--- src/rtl/psg_pkg.sv ---
// Shared definitions for the AY-3-8912-compatible PSG: register map,
// writable-bit masks, envelope shape bit positions and bus strobe decode.
package psg_pkg;

  localparam logic [3:0] R_TONE_A_L  = 4'd0;
  localparam logic [3:0] R_TONE_A_H  = 4'd1;
  localparam logic [3:0] R_TONE_B_L  = 4'd2;
  localparam logic [3:0] R_TONE_B_H  = 4'd3;
  localparam logic [3:0] R_TONE_C_L  = 4'd4;
  localparam logic [3:0] R_TONE_C_H  = 4'd5;
  localparam logic [3:0] R_NOISE     = 4'd6;
  localparam logic [3:0] R_MIXER     = 4'd7;
  localparam logic [3:0] R_AMP_A     = 4'd8;
  localparam logic [3:0] R_AMP_B     = 4'd9;
  localparam logic [3:0] R_AMP_C     = 4'd10;
  localparam logic [3:0] R_ENV_L     = 4'd11;
  localparam logic [3:0] R_ENV_H     = 4'd12;
  localparam logic [3:0] R_ENV_SHAPE = 4'd13;
  localparam logic [3:0] R_PORT_A    = 4'd14;
  localparam logic [3:0] R_PORT_B    = 4'd15;

  // Bit positions inside R13
  localparam int ENV_HOLD = 0;
  localparam int ENV_ALT  = 1;
  localparam int ENV_ATT  = 2;
  localparam int ENV_CONT = 3;

  // Encoded as {bdir, bc1}
  typedef enum logic [1:0] {
    BUS_IDLE  = 2'b00,
    BUS_READ  = 2'b01,
    BUS_WRITE = 2'b10,
    BUS_LATCH = 2'b11
  } bus_op_t;

  function automatic logic [7:0] reg_mask(input logic [3:0] idx);
    case (idx)
      R_TONE_A_H, R_TONE_B_H, R_TONE_C_H, R_ENV_SHAPE: reg_mask = 8'h0F;
      R_NOISE, R_AMP_A, R_AMP_B, R_AMP_C:              reg_mask = 8'h1F;
      default:                                         reg_mask = 8'hFF;
    endcase
  endfunction

endpackage

--- src/rtl/psg_tone.sv ---
// One square-wave tone generator: 12-bit period counter that toggles the
// output each time it reaches the programmed period.
module psg_tone (
  input  logic        clk,
  input  logic        rst,
  input  logic        tick,
  input  logic [11:0] period,
  output logic        tone
);

  logic [11:0] cnt_reg;
  logic [11:0] limit;
  logic        tone_reg;

  // A zero period behaves like a period of one.
  assign limit = (period == 12'd0) ? 12'd0 : period - 12'd1;
  assign tone  = tone_reg;

  always_ff @(posedge clk or posedge rst) begin
    if (rst) begin
      cnt_reg  <= '0;
      tone_reg <= 1'b0;
    end else if (tick) begin
      if (cnt_reg >= limit) begin
        cnt_reg  <= '0;
        tone_reg <= ~tone_reg;
      end else begin
        cnt_reg <= cnt_reg + 12'd1;
      end
    end
  end

endmodule

--- src/rtl/ay_psg.sv ---
// AY-3-8912-compatible PSG core: BDIR/BC1 bus responder, register file,
// three tone generators, noise, envelope and mixer, all advanced on ce.
module ay_psg
  import psg_pkg::*;
(
  input  logic       clk28,
  input  logic       rst,
  input  logic       ce,
  input  logic       bdir,
  input  logic       bc1,
  input  logic [7:0] di,
  // read data bus; "do" itself is a reserved word
  output logic [7:0] dout,
  output logic       do_oe,
  output logic [3:0] ch_a,
  output logic [3:0] ch_b,
  output logic [3:0] ch_c
);

  logic [7:0] regs [16];
  logic [3:0] addr_reg;
  logic       addr_ok_reg;
  logic [7:0] dout_reg;
  logic       do_oe_reg;
  bus_op_t    bus_op;
  logic       reg_wr;
  logic       env_wr;

  assign bus_op = bus_op_t'({bdir, bc1});
  assign reg_wr = (bus_op == BUS_WRITE) && addr_ok_reg;
  assign env_wr = reg_wr && (addr_reg == R_ENV_SHAPE);
  assign dout   = dout_reg;
  assign do_oe  = do_oe_reg;

  always_ff @(posedge clk28 or posedge rst) begin
    if (rst) begin
      for (int i = 0; i < 16; i++) regs[i] <= '0;
    end else if (reg_wr) begin
      regs[addr_reg] <= di & reg_mask(addr_reg);
    end
  end

  always_ff @(posedge clk28 or posedge rst) begin
    if (rst) begin
      addr_reg    <= '0;
      addr_ok_reg <= 1'b1;
      dout_reg    <= '0;
      do_oe_reg   <= 1'b0;
    end else begin
      do_oe_reg <= 1'b0;
      case (bus_op)
        BUS_LATCH: begin
          if (di[7:4] == 4'd0) begin
            addr_reg    <= di[3:0];
            addr_ok_reg <= 1'b1;
          end else begin
            addr_ok_reg <= 1'b0;
          end
        end
        BUS_READ: begin
          dout_reg  <= addr_ok_reg ? (regs[addr_reg] & reg_mask(addr_reg)) : 8'hFF;
          do_oe_reg <= 1'b1;
        end
        default: ;
      endcase
    end
  end

  // Prescaler: tone every 8 ce, envelope every 16 ce, noise every 2nd tone tick.
  logic [3:0] presc_reg;
  logic       noise_div_reg;
  logic       tone_tick;
  logic       env_tick;
  logic       noise_tick;

  assign tone_tick  = ce && (presc_reg[2:0] == 3'd7);
  assign env_tick   = ce && (presc_reg == 4'hF);
  assign noise_tick = tone_tick && noise_div_reg;

  always_ff @(posedge clk28 or posedge rst) begin
    if (rst) begin
      presc_reg     <= '0;
      noise_div_reg <= 1'b0;
    end else begin
      if (ce) presc_reg <= presc_reg + 4'd1;
      if (tone_tick) noise_div_reg <= ~noise_div_reg;
    end
  end

  logic [4:0]  noise_cnt_reg;
  logic [4:0]  noise_lim;
  logic [16:0] lfsr_reg;
  logic        noise;

  assign noise_lim = (regs[R_NOISE][4:0] == 5'd0) ? 5'd0 : regs[R_NOISE][4:0] - 5'd1;
  assign noise     = lfsr_reg[0];

  always_ff @(posedge clk28 or posedge rst) begin
    if (rst) begin
      noise_cnt_reg <= '0;
      lfsr_reg      <= 17'd1;
    end else if (noise_tick) begin
      if (noise_cnt_reg >= noise_lim) begin
        noise_cnt_reg <= '0;
        lfsr_reg      <= {lfsr_reg[0] ^ lfsr_reg[3], lfsr_reg[16:1]};
      end else begin
        noise_cnt_reg <= noise_cnt_reg + 5'd1;
      end
    end
  end

  // Envelope. env_run keeps it parked after reset until R13 is written.
  logic [15:0] env_period;
  logic [15:0] env_lim;
  logic [15:0] env_cnt_reg;
  logic [4:0]  env_step_reg;
  logic        env_held_reg;
  logic        env_inv_reg;
  logic        env_run_reg;
  logic        env_cont;
  logic        env_att;
  logic        env_alt;
  logic        env_hold;
  logic [3:0]  env_level;

  assign env_period = {regs[R_ENV_H], regs[R_ENV_L]};
  assign env_lim    = (env_period == 16'd0) ? 16'd0 : env_period - 16'd1;
  assign env_cont   = regs[R_ENV_SHAPE][ENV_CONT];
  assign env_att    = regs[R_ENV_SHAPE][ENV_ATT];
  assign env_alt    = regs[R_ENV_SHAPE][ENV_ALT];
  assign env_hold   = regs[R_ENV_SHAPE][ENV_HOLD];

  always_ff @(posedge clk28 or posedge rst) begin
    if (rst) begin
      env_cnt_reg  <= '0;
      env_step_reg <= '0;
      env_held_reg <= 1'b0;
      env_inv_reg  <= 1'b0;
      env_run_reg  <= 1'b0;
    end else if (env_wr) begin
      env_cnt_reg  <= '0;
      env_step_reg <= '0;
      env_held_reg <= 1'b0;
      env_inv_reg  <= 1'b0;
      env_run_reg  <= 1'b1;
    end else if (env_run_reg && !env_held_reg && env_tick) begin
      if (env_cnt_reg >= env_lim) begin
        env_cnt_reg  <= '0;
        env_step_reg <= (env_step_reg == 5'd31) ? 5'd16 : env_step_reg + 5'd1;
        // Crossing a 16-step boundary decides hold versus direction change.
        if (env_step_reg[3:0] == 4'hF) begin
          if (!env_cont || env_hold) env_held_reg <= 1'b1;
          else if (env_alt)          env_inv_reg  <= ~env_inv_reg;
        end
      end else begin
        env_cnt_reg <= env_cnt_reg + 16'd1;
      end
    end
  end

  always_comb begin
    env_level = 4'h0;
    if (env_held_reg)
      env_level = (env_cont && (env_att ^ env_alt)) ? 4'hF : 4'h0;
    else if (env_att ^ env_inv_reg)
      env_level = env_step_reg[3:0];
    else
      env_level = 4'hF - env_step_reg[3:0];
  end

  logic [2:0]  tone;
  logic [11:0] ch_bus;

  for (genvar gi = 0; gi < 3; gi++) begin : g_chan
    logic       gate;
    logic [3:0] level;
    logic [3:0] ch_reg;

    psg_tone u_tone (
      .clk    (clk28),
      .rst    (rst),
      .tick   (tone_tick),
      .period ({regs[2*gi+1][3:0], regs[2*gi]}),
      .tone   (tone[gi])
    );

    assign gate  = (tone[gi] | regs[R_MIXER][gi]) & (noise | regs[R_MIXER][gi+3]);
    assign level = regs[8+gi][4] ? env_level : regs[8+gi][3:0];

    always_ff @(posedge clk28 or posedge rst) begin
      if (rst) ch_reg <= '0;
      else     ch_reg <= gate ? level : 4'h0;
    end

    assign ch_bus[4*gi +: 4] = ch_reg;
  end

  assign ch_a = ch_bus[3:0];
  assign ch_b = ch_bus[7:4];
  assign ch_c = ch_bus[11:8];

endmodule
--- config.mk ---
export PLATFORM = sky130hd
export DESIGN_NAME = ay_psg
export DESIGN_NICKNAME = d
export VERILOG_FILES = /design/src/rtl/psg_pkg.sv /design/src/rtl/psg_tone.sv /design/src/rtl/ay_psg.sv
export SDC_FILE = /design/constraint.sdc
export NUM_CORES = 1
export LEC_CHECK = 0
export ABC_AREA = 1
export BUFFER_PORTS_ARGS = -buffer_cell sky130_fd_sc_hd__buf_2
export CORE_UTILIZATION = 45
export CTS_BUF_LIST = sky130_fd_sc_hd__clkbuf_8 sky130_fd_sc_hd__clkbuf_16
export DETAILED_ROUTE_END_ITERATION = 10
export RECOVER_POWER = 25
export SYNTH_ARGS = -nofsm -noshare
export SYNTH_HDL_FRONTEND = slang
export SYNTH_SLANG_ARGS = --single-unit
--- constraint.sdc ---
create_clock -name clk28 -period 22.4 [get_ports clk28]
set_input_delay 1.12 -clock clk28 [delete_from_list [all_inputs] [get_ports clk28]]
set_output_delay 1.12 -clock clk28 [all_outputs]
set_load 0.03 [all_outputs]
* Yosys cells after proc, flatten, opt, wreduce, memory -nomap -nowiden
Memories as Yosys holds them, arrays and structs flattened.
Index checks and enable logic that the tools add are counted.
** Cells by class
- Add/sub/neg operators :: 13
- Magnitude comparators :: 7
- Eq/ne operators :: 9
- Mux-type cells :: 47
- Bitwise operators :: 20
- Reductions and logical operators :: 31
** Operator list (count)
- 128-bit bitwise mux :: 1
- 12-bit two-way mux :: 6
- 16-bit two-way mux :: 4
- 8-bit two-way mux :: 6
- 12-bit by 1-bit adder with 12-bit output, second input constant :: 3
- 12-bit greater-or-equal comparator :: 3
- 12-bit zero test :: 3
- 4-bit two-way mux :: 9
- 12-bit by 1-bit subtractor with 12-bit output, second input constant :: 3
- 8-bit binary-select mux with 4-bit select :: 1
- 8-bit demux with 4-bit select :: 1
- 5-bit two-way mux :: 6
- 16-bit by 1-bit adder with 16-bit output, second input constant :: 1
- 8-bit AND :: 2
- 16-bit greater-or-equal comparator :: 1
- 16-bit zero test :: 1
- 16-bit by 1-bit subtractor with 16-bit output, second input constant :: 1
- 1-bit two-way mux :: 13
- 4-bit == test, second input constant :: 3
- 2-bit AND reduction :: 6
- 5-bit by 1-bit adder with 5-bit output, second input constant :: 2
- 2-bit nonzero test :: 5
- 1-bit logical AND :: 9
- 1-bit OR :: 6
- 21 further kinds :: 31
** Word-level totals
- Register bits :: 244
- Bits in read-only memories :: 128
- Bits of input ports :: 13
- Word-level logic and storage cells :: 167
- Memories kept :: 2
** Memory list
- (no name shown) :: depth 16, width 4, rd ports 1, clocked after Yosys merged registers in 0, write ports 0, RTL line psg_pkg.sv:37 : case (idx)
- (no name shown) :: depth 16, width 4, rd ports 1, clocked after Yosys merged registers in 0, write ports 0, RTL line psg_pkg.sv:37

* Longest topological paths before layout
Gate-level depths: netlist of the first run.
- Word-level depth :: 7
- Gate-level depth with buffers :: 21
- Mapped depth without buffers :: 21

* Cells and area by module
A second synthesis of the first run with hierarchy kept.
** Second synthesis, totals
- Cell total of the unflattened synthesis :: 1876
- Area total of the unflattened synthesis :: 14530.2 sq um
** Modules (own cells, without submodules)
- ay_psg :: instances 1, cells each 1291, area each 10401.2 sq um, sequential area each 5132.4 sq um
- psg_tone :: instances 3, cells each 195, area each 1376.3 sq um, sequential area each 325.3 sq um

* Worst setup path before layout of the first run
OpenSTA, ideal clock, no wires.
- Kind :: register to register
- Start :: register regs, in the netlist env_period[0]
- End :: register env_inv_reg
- Setup time :: 65 ps
- Arrival time :: 2589 ps
- Data required time :: 22335 ps
- Slack :: 19746 ps
- Cell stages (with the launch flop) :: 20
- Buffers on the path :: 1
- Cell sequence :: dfrtp_1 > inv_1 > ha_1 > nand2_1 > nor2_2 > inv_1 > nor3_2 > nand2_1 > a21boi_0 > o21ai_0 > ha_1 > nand2_1 > inv_1 > nand3_1 > a21oi_1 > nor2_2 > a21oi_4 > buf_6 > nand4_1 > nand2_1
** Between the ends
- Cells in the longest elaborated chain, start to end :: 5
** RTL lines
- start, declared :: RTL line ay_psg.sv:20 : logic [7:0] regs [16];
- start signal, assigned by index :: RTL line ay_psg.sv:39 : regs[addr_reg] <= di & reg_mask(addr_reg);
- 16-bit by 1-bit subtractor with 16-bit output / 16-bit zero test (equally long branches) :: RTL line ay_psg.sv:127 : assign env_lim = (env_period == 16'd0) ? 16'd0 : env_period - 16'd1;
- 16-bit two-way mux * :: RTL line ay_psg.sv:127
- 16-bit greater-or-equal comparator * :: RTL line ay_psg.sv:147 : if (env_cnt_reg >= env_lim) begin
- 2-bit nonzero test (no source line) *
- 5-bit AND reduction (no source line) *
- end signal, assigned :: RTL line ay_psg.sv:153 : else if (env_alt) env_inv_reg <= ~env_inv_reg;
- end, declared :: RTL line ay_psg.sv:118 : logic env_inv_reg;
Mark *: on every way between the ends. The rest lies on a longest branch, timed or not.
A chain may end at the register's enable or synchronous reset.

==> impl_metrics.tcl, run 1 <==
set metrics [dict create \
    ys.flop_type "dfrtp_1" \
    cp-end-kind "asynchronous set/reset pin" \
    io_buffers 33 \
    layout-drive-gt1-share 0.0735 \
    grt_pass1_vias 10900 \
    maxCapViolations 1 \
    largest_reg_flops 108 \
    r2r_cells 19 \
    cts_tree "done" \
    cts_buffer_depth 3 \
    fin_area_sq_um 15200 \
    slowest_delay_ns 2.73 \
    start_util 0.462 \
    antenna_found_initial 1 \
    max_freq_mhz 216 \
    worstPathArrival_ns 5.17 \
    synth_edf_count 0 \
    worstPathCellList "buf_2 -> clkinvlp_2 -> buf_4" \
    h-tree-depth 1 \
    wl_per_cell_um 16.2 \
    worstSetupStartpointType "primary input" \
    status "finished with violations" \
    tightest_slew_ns 4.95 \
    fp.dieH_um 177 \
    whs_ns 0.466 \
    synthArstFlopShare 1.00 \
    placeableCoreArea_sq_um 30000 \
    m1WireLength_mm 17.8 \
    wl_met3_mm 1.90 \
    cts_hold_repair.buffers 0 \
    pin_count 34 \
    gr-total-overflow 0 \
    syn_avg_cell_area_sq_um 7.77 \
    leakage_uw 0.00727 \
    path_clk_slew_ns 0.06 \
    slew_viol_final 109 \
    ys_seq_area_frac 0.441 \
    slowest_stage "clkinvlp_2" \
    wirelength_mm 35.7 \
    relSlewSlack -2.32 \
    die_x_um 177 \
    areaGrowthSynthToFinish_pct 9.95 \
    power.density_nw_per_um2 88.0 \
    place.gp.congestion 0.860 \
    grtUsageTotal 0.235 \
    skew_ns 0.00828 \
    synth_warnings 0 \
    rows 63 \
    timing.rr.start "env_period[1]$_DFFE_PP0P_" \
    antennaDiodeCount 0 \
    viasPerCell 5.31 \
    grt_pass1_wl_mm 58.8 \
    grt_setup_unrepaired "false" \
    synth_area_leaders "dfrtp_1 (44%), nand2_1 (12%), o21ai_0 (8.6%)" \
    layoutNonFillerInstCount 2199 \
    hp-class "reg2reg" \
    yosys.area.top_type "dfrtp_1" \
    ys_types 53 \
    grt_start_max_net_pins 109 \
    dpl.hpwl_mm 25.0 \
    wl_met2_mm 15.4 \
    nets 1877 \
    period_needed_ns 4.62 \
    required_ns 22.94 \
    drt-pass1-iter-count 5 \
    worst-r2r-setup-slack_ns 19.14 \
    critical_path_class "in2async" \
    timing.rr.end "env_step_reg[4]$_DFFE_PP0P_" \
    vdd_drop_max_mv 0.0696 \
    syn-num-nets 1870 \
    numClockSinks 244 \
    syn-instance-count 1781 \
    failed_checks "max-capacitance violations, max-slew violations" \
    syn-cell-area_sq_um 13800 \
    num_vias 11700 \
    antenna_left 0 \
    worstSetupEndpoint "ch_c[0]$_DFF_PP0_" \
    finalSetupViolations 0 \
    worstSetupStartpoint "rst" \
    dpl_cell_area_sq_um 14200 \
    hold_viol 0 \
    min_period_over_period 0.206 \
    die_area_sq_um 31500 \
    final_common_cell "nand2_1" \
    mostFrequentLayoutCells "nand2_1 (441), dfrtp_1 (241), o21ai_0 (238)" \
    cts_resized 0 \
    drc_errors 0 \
    path_max_fanout 108 \
    top_layer "met4" \
    dr.first_iter.drc_count 872 \
    yosysTopAreaCellShare 0.437 \
    ys_ff_latch 244 \
    clockRootBuffer "clkbuf_16" \
    clk_latency_ns 0.55 \
    cts_buffers 28 \
    dp_cells 2148 \
    fin_setup_tns_ns 0 \
    final_util 0.508 \
    postCtsSetupRepairBufs 0 \
]
-- power by group --
part	leakage, uW	internal [uW]	total (uW)	switching, uW
logic	0.00351	117	348	231
clock network	0.000507	299	485	186
registers	0.00326	471	507	36.5
-- cells by family (layout without fill, tap and decap cells) --
logic type,Yosys count,in the layout,share of synthesized area
AOI/OAI and AO/OA,367,367,0.144
xor gates and xnor gates,44,44,0.0278
adders and majority gates,76,76,0.0687
buffers and inverters,223,251,0.0655
DFF,244,244,0.441
muxes,2,2,0.00163
and+or+nand+nor,825,825,0.251
-- how the worst min path moves through the flow --
stage,startpoint,end,cells past startpoint
global route,env_run_reg$_DFFE_PP0P_,env_run_reg$_DFFE_PP0P_,1
floorplan,env_run_reg$_DFFE_PP0P_,env_run_reg$_DFFE_PP0P_,1
CTS,lfsr_reg[12]$_DFFE_PP0P_,lfsr_reg[11]$_DFFE_PP0P_,2
detailed placement,lfsr_reg[2]$_DFFE_PP0P_,lfsr_reg[1]$_DFFE_PP0P_,2
finish,lfsr_reg[12]$_DFFE_PP0P_,lfsr_reg[11]$_DFFE_PP0P_,2
global placement,lfsr_reg[4]$_DFFE_PP0P_,lfsr_reg[3]$_DFFE_PP0P_,2
-- metrics by stage --
step | total power (uW) | setup WS [ns]
finish | 1340 | 17.78
global route | 1430 | 16.88
CTS | 1350 | 19.15
detailed placement | 863 | 19.17
global placement | 857 | 19.20
floorplan | 770 | 14.58
-- final cells by class --
type,count,area (sq um)
Clock inverter,16,176
Tap cell,390,488
Fill cell,2962,14700
Sequential cell,244,6110
Multi-Input combinational cell,1314,6830
Timing Repair Buffer,38,199
Inverter,162,612
Clock buffer,35,808
-- critical path, delay by kind of cell --
family / cells / cell delay (ns)
buffers and inverters: 3 / 3.89
-- cells in the mapped netlist (3+ instances only) --
master      n
a21o_1      3
buf_4       3
nor2_4      3
buf_2      32
o21ai_1     9
nand3b_1    4
nor3_1     17
ha_1       76
xor2_1     32
a41oi_1     4
nand4_1    30
o22ai_1    11
a211oi_1   15
a31oi_1     3
a21oi_1    66
a21boi_0    5
buf_1       4
inv_1     152
nor2_2      6
clkbuf_1   19
inv_2       6
nand2_4     5
nand2_1   441
nor4_1      3
o21ai_0   238
dfrtp_1   242
or2_2      12
nor2_1    211
nand2_2     7
clkinv_1    3
xnor2_1    12
o211ai_1    3
nand3_1    79
-- per-layer routing --
metal / up-vias / GRT usage
met3: 42 / 0.0345
met4: 0 / 0.0474
met2: 270 / 0.362
met5: - / 0.00321
li1: 5858 / -
met1: 5496 / 0.349
Power figures use the tool's default switching activity.
==> run 2: changes to the inputs <==
- clock period: 22.4 -> 3.8 ns (I/O delays scaled with it)
==> run 2 against run 1 <==
  * Largest cell class unchanged
  * Power increased to 5.9 times the previous value
  * Worst setup slack got worse by 17 ns
  * The flow finishes with violations (max-capacitance violations)
  * Die area unchanged
  * Core utilization increased by 0.32 points
  * Critical path type is now reg2reg
  * Final cell count increased by 0.36%
  * Cell area increased by 0.62%
  * First-iteration DRC count increased by 0.69%
==> impl_metrics.tcl, run 2 (synthesized netlist as in run 1, its figures left out) <==
set metrics [dict create \
    wirelength_mm 35.4 \
    cp-end-kind "register" \
    grtUsageTotal 0.234 \
    layout-drive-gt1-share 0.0655 \
    grt_pass1_vias 11200 \
    num_vias 11700 \
    worstSetupStartpointType "register" \
    path_clk_slew_ns 0.06 \
    die_area_sq_um 31500 \
    tightest_slew_ns 1.46 \
    finalSetupViolations 0 \
    antenna_found_initial 0 \
    min_period_over_period 0.859 \
    power.density_nw_per_um2 519 \
    relSlewSlack 0.0237 \
    antenna_left 0 \
    grt_setup_unrepaired "false" \
    fp.dieH_um 177 \
    hp-class "in2reg" \
    wl_per_cell_um 16.0 \
    hold_viol 0 \
    required_ns 4.26 \
    drt-pass1-iter-count 5 \
    placeableCoreArea_sq_um 30000 \
    p_comb_frac 0.260 \
    largest_reg_flops 108 \
    worstPathArrival_ns 3.72 \
    rows 63 \
    die_x_um 177 \
    period_needed_ns 3.26 \
    clockRootBuffer "clkbuf_16" \
    gr-total-overflow 0 \
    dpl.hpwl_mm 25.0 \
    critical_path_class "reg2reg" \
    max_freq_mhz 306 \
    switching_share 0.333 \
    io_buffers 33 \
    status "finished with violations" \
    final_util 0.511 \
    fin_setup_tns_ns 0 \
    pin_count 34 \
    cts_tree "done" \
    final_common_cell "nand2_1" \
    h-tree-depth 1 \
    antennaDiodeCount 0 \
    cts_buffer_depth 3 \
    numClockSinks 244 \
    viasPerCell 5.32 \
    failed_checks "max-capacitance violations" \
    clk_latency_ns 0.55 \
    drc_errors 0 \
    mostFrequentLayoutCells "nand2_1 (441), dfrtp_1 (241), o21ai_0 (238)" \
    clkPwrFrac 0.363 \
    total_power_uw 7950 \
    maxCapViolations 1 \
    slew_viol_final 0 \
    areaGrowthSynthToFinish_pct 10.6 \
    path_max_fanout 18 \
    dr.first_iter.drc_count 878 \
    place.gp.congestion 0.875 \
    p_switching_uw 2650 \
    nets 1884 \
    vdd_drop_max_mv 0.333 \
    grt_pass1_wl_mm 58.7 \
    grt_start_max_net_pins 122 \
    start_util 0.462 \
    cts_buffers 28 \
    power.share.sequential 0.377 \
    leakage_uw 0.00726 \
    nFillCells 2994 \
    p_int_uw 5300 \
    skew_ns 0.0243 \
]
run 2: changes by cell type in the layout (fill, tap and decap cells not counted):
cell           change
inv_2              +1
clkbuf_1          +19
clkbuf_4           +1
buf_12             +2
inv_1              -1
buf_2             -19
clkbuf_8           +3
clkinv_2           -2
dlygate4sd3_1      +4
run 2: layer usage:
layer	global-route usage	up-vias	part of all wire
met4	0.0609	0	0.023
met5	0	-	0
met3	0.0345	50	0.057
li1	-	5877	-
met2	0.356	257	0.43
met1	0.347	5551	0.49
run 2: critical path, stage by stage (launching register included):
cell      delay [ns]
dfrtp_1         0.42
inv_1           0.15
ha_1            0.23
nand2_1         0.09
nor2_2          0.15
inv_1           0.10
nor3_2          0.21
nand2_1         0.12
a21boi_0        0.20
o21ai_0         0.12
ha_1            0.28
nand2_1         0.04
inv_1           0.06
nand3_1         0.09
a21oi_1         0.17
nor2_2          0.08
a21oi_4         0.44
nand2_1         0.11
a21oi_1         0.14
run 2: final timing paths:
kind | endpoint | from | slack, ns | depth (start not counted)
min in group asynchronous | noise_cnt_reg[1]$_DFFE_PP0P_ | rst | 0.54 | 3
max reg2reg | env_step_reg[4]$_DFFE_PP0P_ | env_period[0]$_DFFE_PP0P_ | 0.54 | 18
min reg2reg | presc_reg[3]$_DFFE_PP0P_ | presc_reg[3]$_DFFE_PP0P_ | 0.47 | 1
max in group asynchronous | addr_reg[0]$_DFFE_PP0P_ | rst | 1.21 | 4
max | env_step_reg[4]$_DFFE_PP0P_ | env_period[0]$_DFFE_PP0P_ | 0.54 | 18
min | regs[46]$_DFFE_PP0P_ | di[6] | 0.12 | 3
run 2: power by group through the flow:
stage / Clock (uW) / Sequential, uW / Combinational [uW]
2_1_floorplan: 0 / 2970 / 1570
3_3_place_gp: 0 / 3030 / 2030
3_5_place_dp: 0 / 3030 / 2080
4_1_cts: 2940 / 2990 / 2090
5_1_grt: 3050 / 3020 / 2410
6_report: 2890 / 2990 / 2070
run 2: final cells by class:
cell class / count / area [sq um] / area share
timing repair buffer: 45 / 263 / 0.0172
tap: 390 / 488 / 0.0319
clock buffer: 38 / 850 / 0.0555
sequential: 244 / 6110 / 0.399
inverter: 162 / 612 / 0.0399
clock inverter: 14 / 166 / 0.0109
multi-input combinational: 1314 / 6830 / 0.446
run 2: metrics by stage:
stage | instances | hold slack [ns] | instance area (sq um) | setup WS, ns
floorplan | 1781 | 0.343 | 13800 | 0.408
global route | 2207 | 0.128 | 15300 | 0.111
finish | 2207 | 0.116 | 15300 | 0.537
detailed placement | 2151 | 0.356 | 14300 | 0.586
global placement | 2151 | 0.348 | 14300 | 0.622
CTS | 2207 | 0.106 | 15400 | 0.543
run 2: timing repair:
item | 4_1_cts | 5_1_grt
endpoints found under the hold margin | 33 | 0
setup buffers | 0 | 0
resized for setup | 0 | 0
hold buffers | 4 | 0
==> run 3: changes to the inputs <==
- CORE_UTILIZATION: 45 -> 40
- SETUP_SLACK_MARGIN: unset -> 0.5
==> run 3 against run 2 <==
  * The run ends with max-capacitance violations, max-slew violations left
  * Highest routed layer unchanged
  * Fmax increased by 9.1%
  * Largest cell class unchanged
  * Clock power increased by 9.0%
  * Non-clock buffer count increased by 7
  * Combinational power about the same
==> impl_metrics.tcl, run 3 (synthesized netlist as in run 1, its figures left out) <==
set metrics [dict create \
    layoutNonFillerInstCount 2274 \
    worstSetupStartpointType "register" \
    maxCapViolations 3 \
    dpl.hpwl_mm 25.5 \
    io_buffers 33 \
    timing.rr.end "g_chan[0].u_tone.cnt_reg[2]$_DFFE_PP0P_" \
    period_needed_ns 2.99 \
    status "finished with violations" \
    gr-total-overflow 0 \
    multiInputGateArea_sq_um 6870 \
    dr.first_iter.drc_count 1015 \
    cts_buffers 29 \
    timing.rr.start "regs[122]$_DFFE_PP0P_" \
    mostFrequentLayoutCells "nand2_1 (439), dfrtp_1 (241), o21ai_0 (238)" \
    worstPathArrival_ns 3.46 \
    cpMostUsedCell "nor2_1" \
    skew_ns 0.00902 \
    finalSetupViolations 0 \
    start_util 0.410 \
    die_x_um 188 \
    critical_path.top_delay_family "simple AND/OR/NAND/NOR gates" \
    cts_tree "done" \
    crit_buf_inv 3 \
    slowest_delay_ns 0.45 \
    clk_latency_ns 0.55 \
    r2r_cells 16 \
    critical_path_class "reg2reg" \
    antenna_found_initial 0 \
    cp-end-kind "register" \
    slew_viol_final 178 \
    wirelength_mm 36.0 \
    hold_path_depth 4 \
    dp_cells 2212 \
    nets 1892 \
    clockRootBuffer "clkbuf_16" \
    tightest_slew_ns 1.72 \
    worstPathCellList "nor2_1 -> nand2_1 -> inv_1 -> nand3_1 -> nor2_1 -> inv_1 -> o21ai_0 -> nand3_1 -> ha_1 -> nand2_1 -> nor2_1 -> a211oi_1 -> nand4_1 -> nand2_1 -> clkinvlp_4 -> nor2_1" \
    num_vias 11900 \
    min_period_over_period 0.787 \
    final-seq-area_sq_um 6110 \
    areaGrowthSynthToFinish_pct 12.4 \
    power.density_nw_per_um2 530 \
    h-tree-depth 1 \
    worst-r2r-setup-slack_ns 0.81 \
    largest_reg_flops 108 \
    whs_ns 0.124 \
    die_area_sq_um 35400 \
    grt_pass1_vias 11400 \
    critical_path_cell_count 16 \
    numClockSinks 244 \
    grt_setup_unrepaired "true" \
    rows 67 \
    slowest_stage "dfrtp_1" \
    fp.dieH_um 188 \
    grt_start_max_net_pins 110 \
    worstSetupStartpoint "regs[122]$_DFFE_PP0P_" \
    final_common_cell "nand2_1" \
    nFillCells 3372 \
    drc_errors 0 \
    grt_pass1_wl_mm 59.9 \
    grtUsageTotal 0.209 \
    placeableCoreArea_sq_um 33800 \
    relSlewSlack -0.149 \
    place.gp.congestion 0.895 \
    leakage_uw 0.00733 \
    fin_setup_tns_ns 0 \
    hp-class "in2reg" \
    drt-pass1-iter-count 5 \
    hold_viol 0 \
    vdd_drop_max_mv 0.302 \
    cts_buffer_depth 3 \
    worstSetupEndpoint "g_chan[0].u_tone.cnt_reg[2]$_DFFE_PP0P_" \
    max_freq_mhz 334 \
    required_ns 4.27 \
    path_max_fanout 10 \
    path_clk_slew_ns 0.06 \
    pin_count 34 \
    wl_per_cell_um 15.8 \
    viasPerCell 5.23 \
    antenna_left 0 \
    layout-drive-gt1-share 0.0739 \
    antennaDiodeCount 0 \
    failed_checks "max-capacitance violations, max-slew violations" \
]
run 3: final cells by class:
cell class                 instances  share of cell area
clock buffer                      38              0.0546
clock inverter                    16              0.0167
inverter                         162              0.0398
multi-input combinational       1314               0.441
sequential                       244               0.393
tap                              448              0.0360
timing repair buffer              52              0.0189
run 3: worst register-to-register path, cell delays in order, from the launching register on:
cell and delay [ns]:
dfrtp_1 0.45, nor2_1 0.11, nand2_1 0.05, inv_1 0.13, nand3_1 0.12, nor2_1 0.25
inv_1 0.10, o21ai_0 0.15, nand3_1 0.11, ha_1 0.32, nand2_1 0.08, nor2_1 0.04
a211oi_1 0.24, nand4_1 0.22, nand2_1 0.18, clkinvlp_4 0.20, nor2_1 0.15
run 3: what timing repair did:
action | 4_1_cts | 5_1_grt
setup endpoints to repair | 0 | 53
hold buffers | 4 | 0
endpoints found under the hold margin | 35 | 0
setup buffers | 0 | 4
gates resized for setup | 0 | 11
run 3: worst min path at each step:
| stage | startpoint | end | slack (ns) |
|---|---|---|---|
| 2_1_floorplan | bdir | do_oe$_DFF_PP0_ | 0.34 |
| 3_3_place_gp | rst | ch_a[3]$_DFF_PP0_ | 0.40 |
| 3_5_place_dp | rst | ch_a[3]$_DFF_PP0_ | 0.41 |
| 4_1_cts | di[5] | regs[69]$_DFFE_PP0P_ | 0.10 |
| 5_1_grt | di[5] | regs[69]$_DFFE_PP0P_ | 0.13 |
| 6_report | di[4] | addr_ok_reg$_DFFE_PP1P_ | 0.12 |
run 3: through the flow:
| step | power [uW] | cell area [sq um] | util | setup slack [ns] |
|---|---|---|---|---|
| after global placement | 5060 | 14400 | 0.426 | 0.709 |
| after global routing | 8800 | 15600 | 0.461 | 0.259 |
| after floorplan | 4540 | 13800 | - | 0.408 |
| after detailed placement | 5110 | 14400 | 0.426 | 0.685 |
| after CTS | 8300 | 15500 | 0.460 | 0.643 |
| final | 8250 | 15600 | 0.461 | 0.809 |
run 3: where the power goes:
group	switching, uW	internal [uW]
combinational	1380	719
clock	1110	2040
sequential	222	2780
run 3: per-layer routing:
metal / vias up / part of all wire / global-route usage
li1: 5901 / - / -
met1: 5626 / 0.49 / 0.304
met2: 321 / 0.43 / 0.324
met3: 51 / 0.059 / 0.0309
met4: 0 / 0.021 / 0.0522
met5: - / 0 / 0
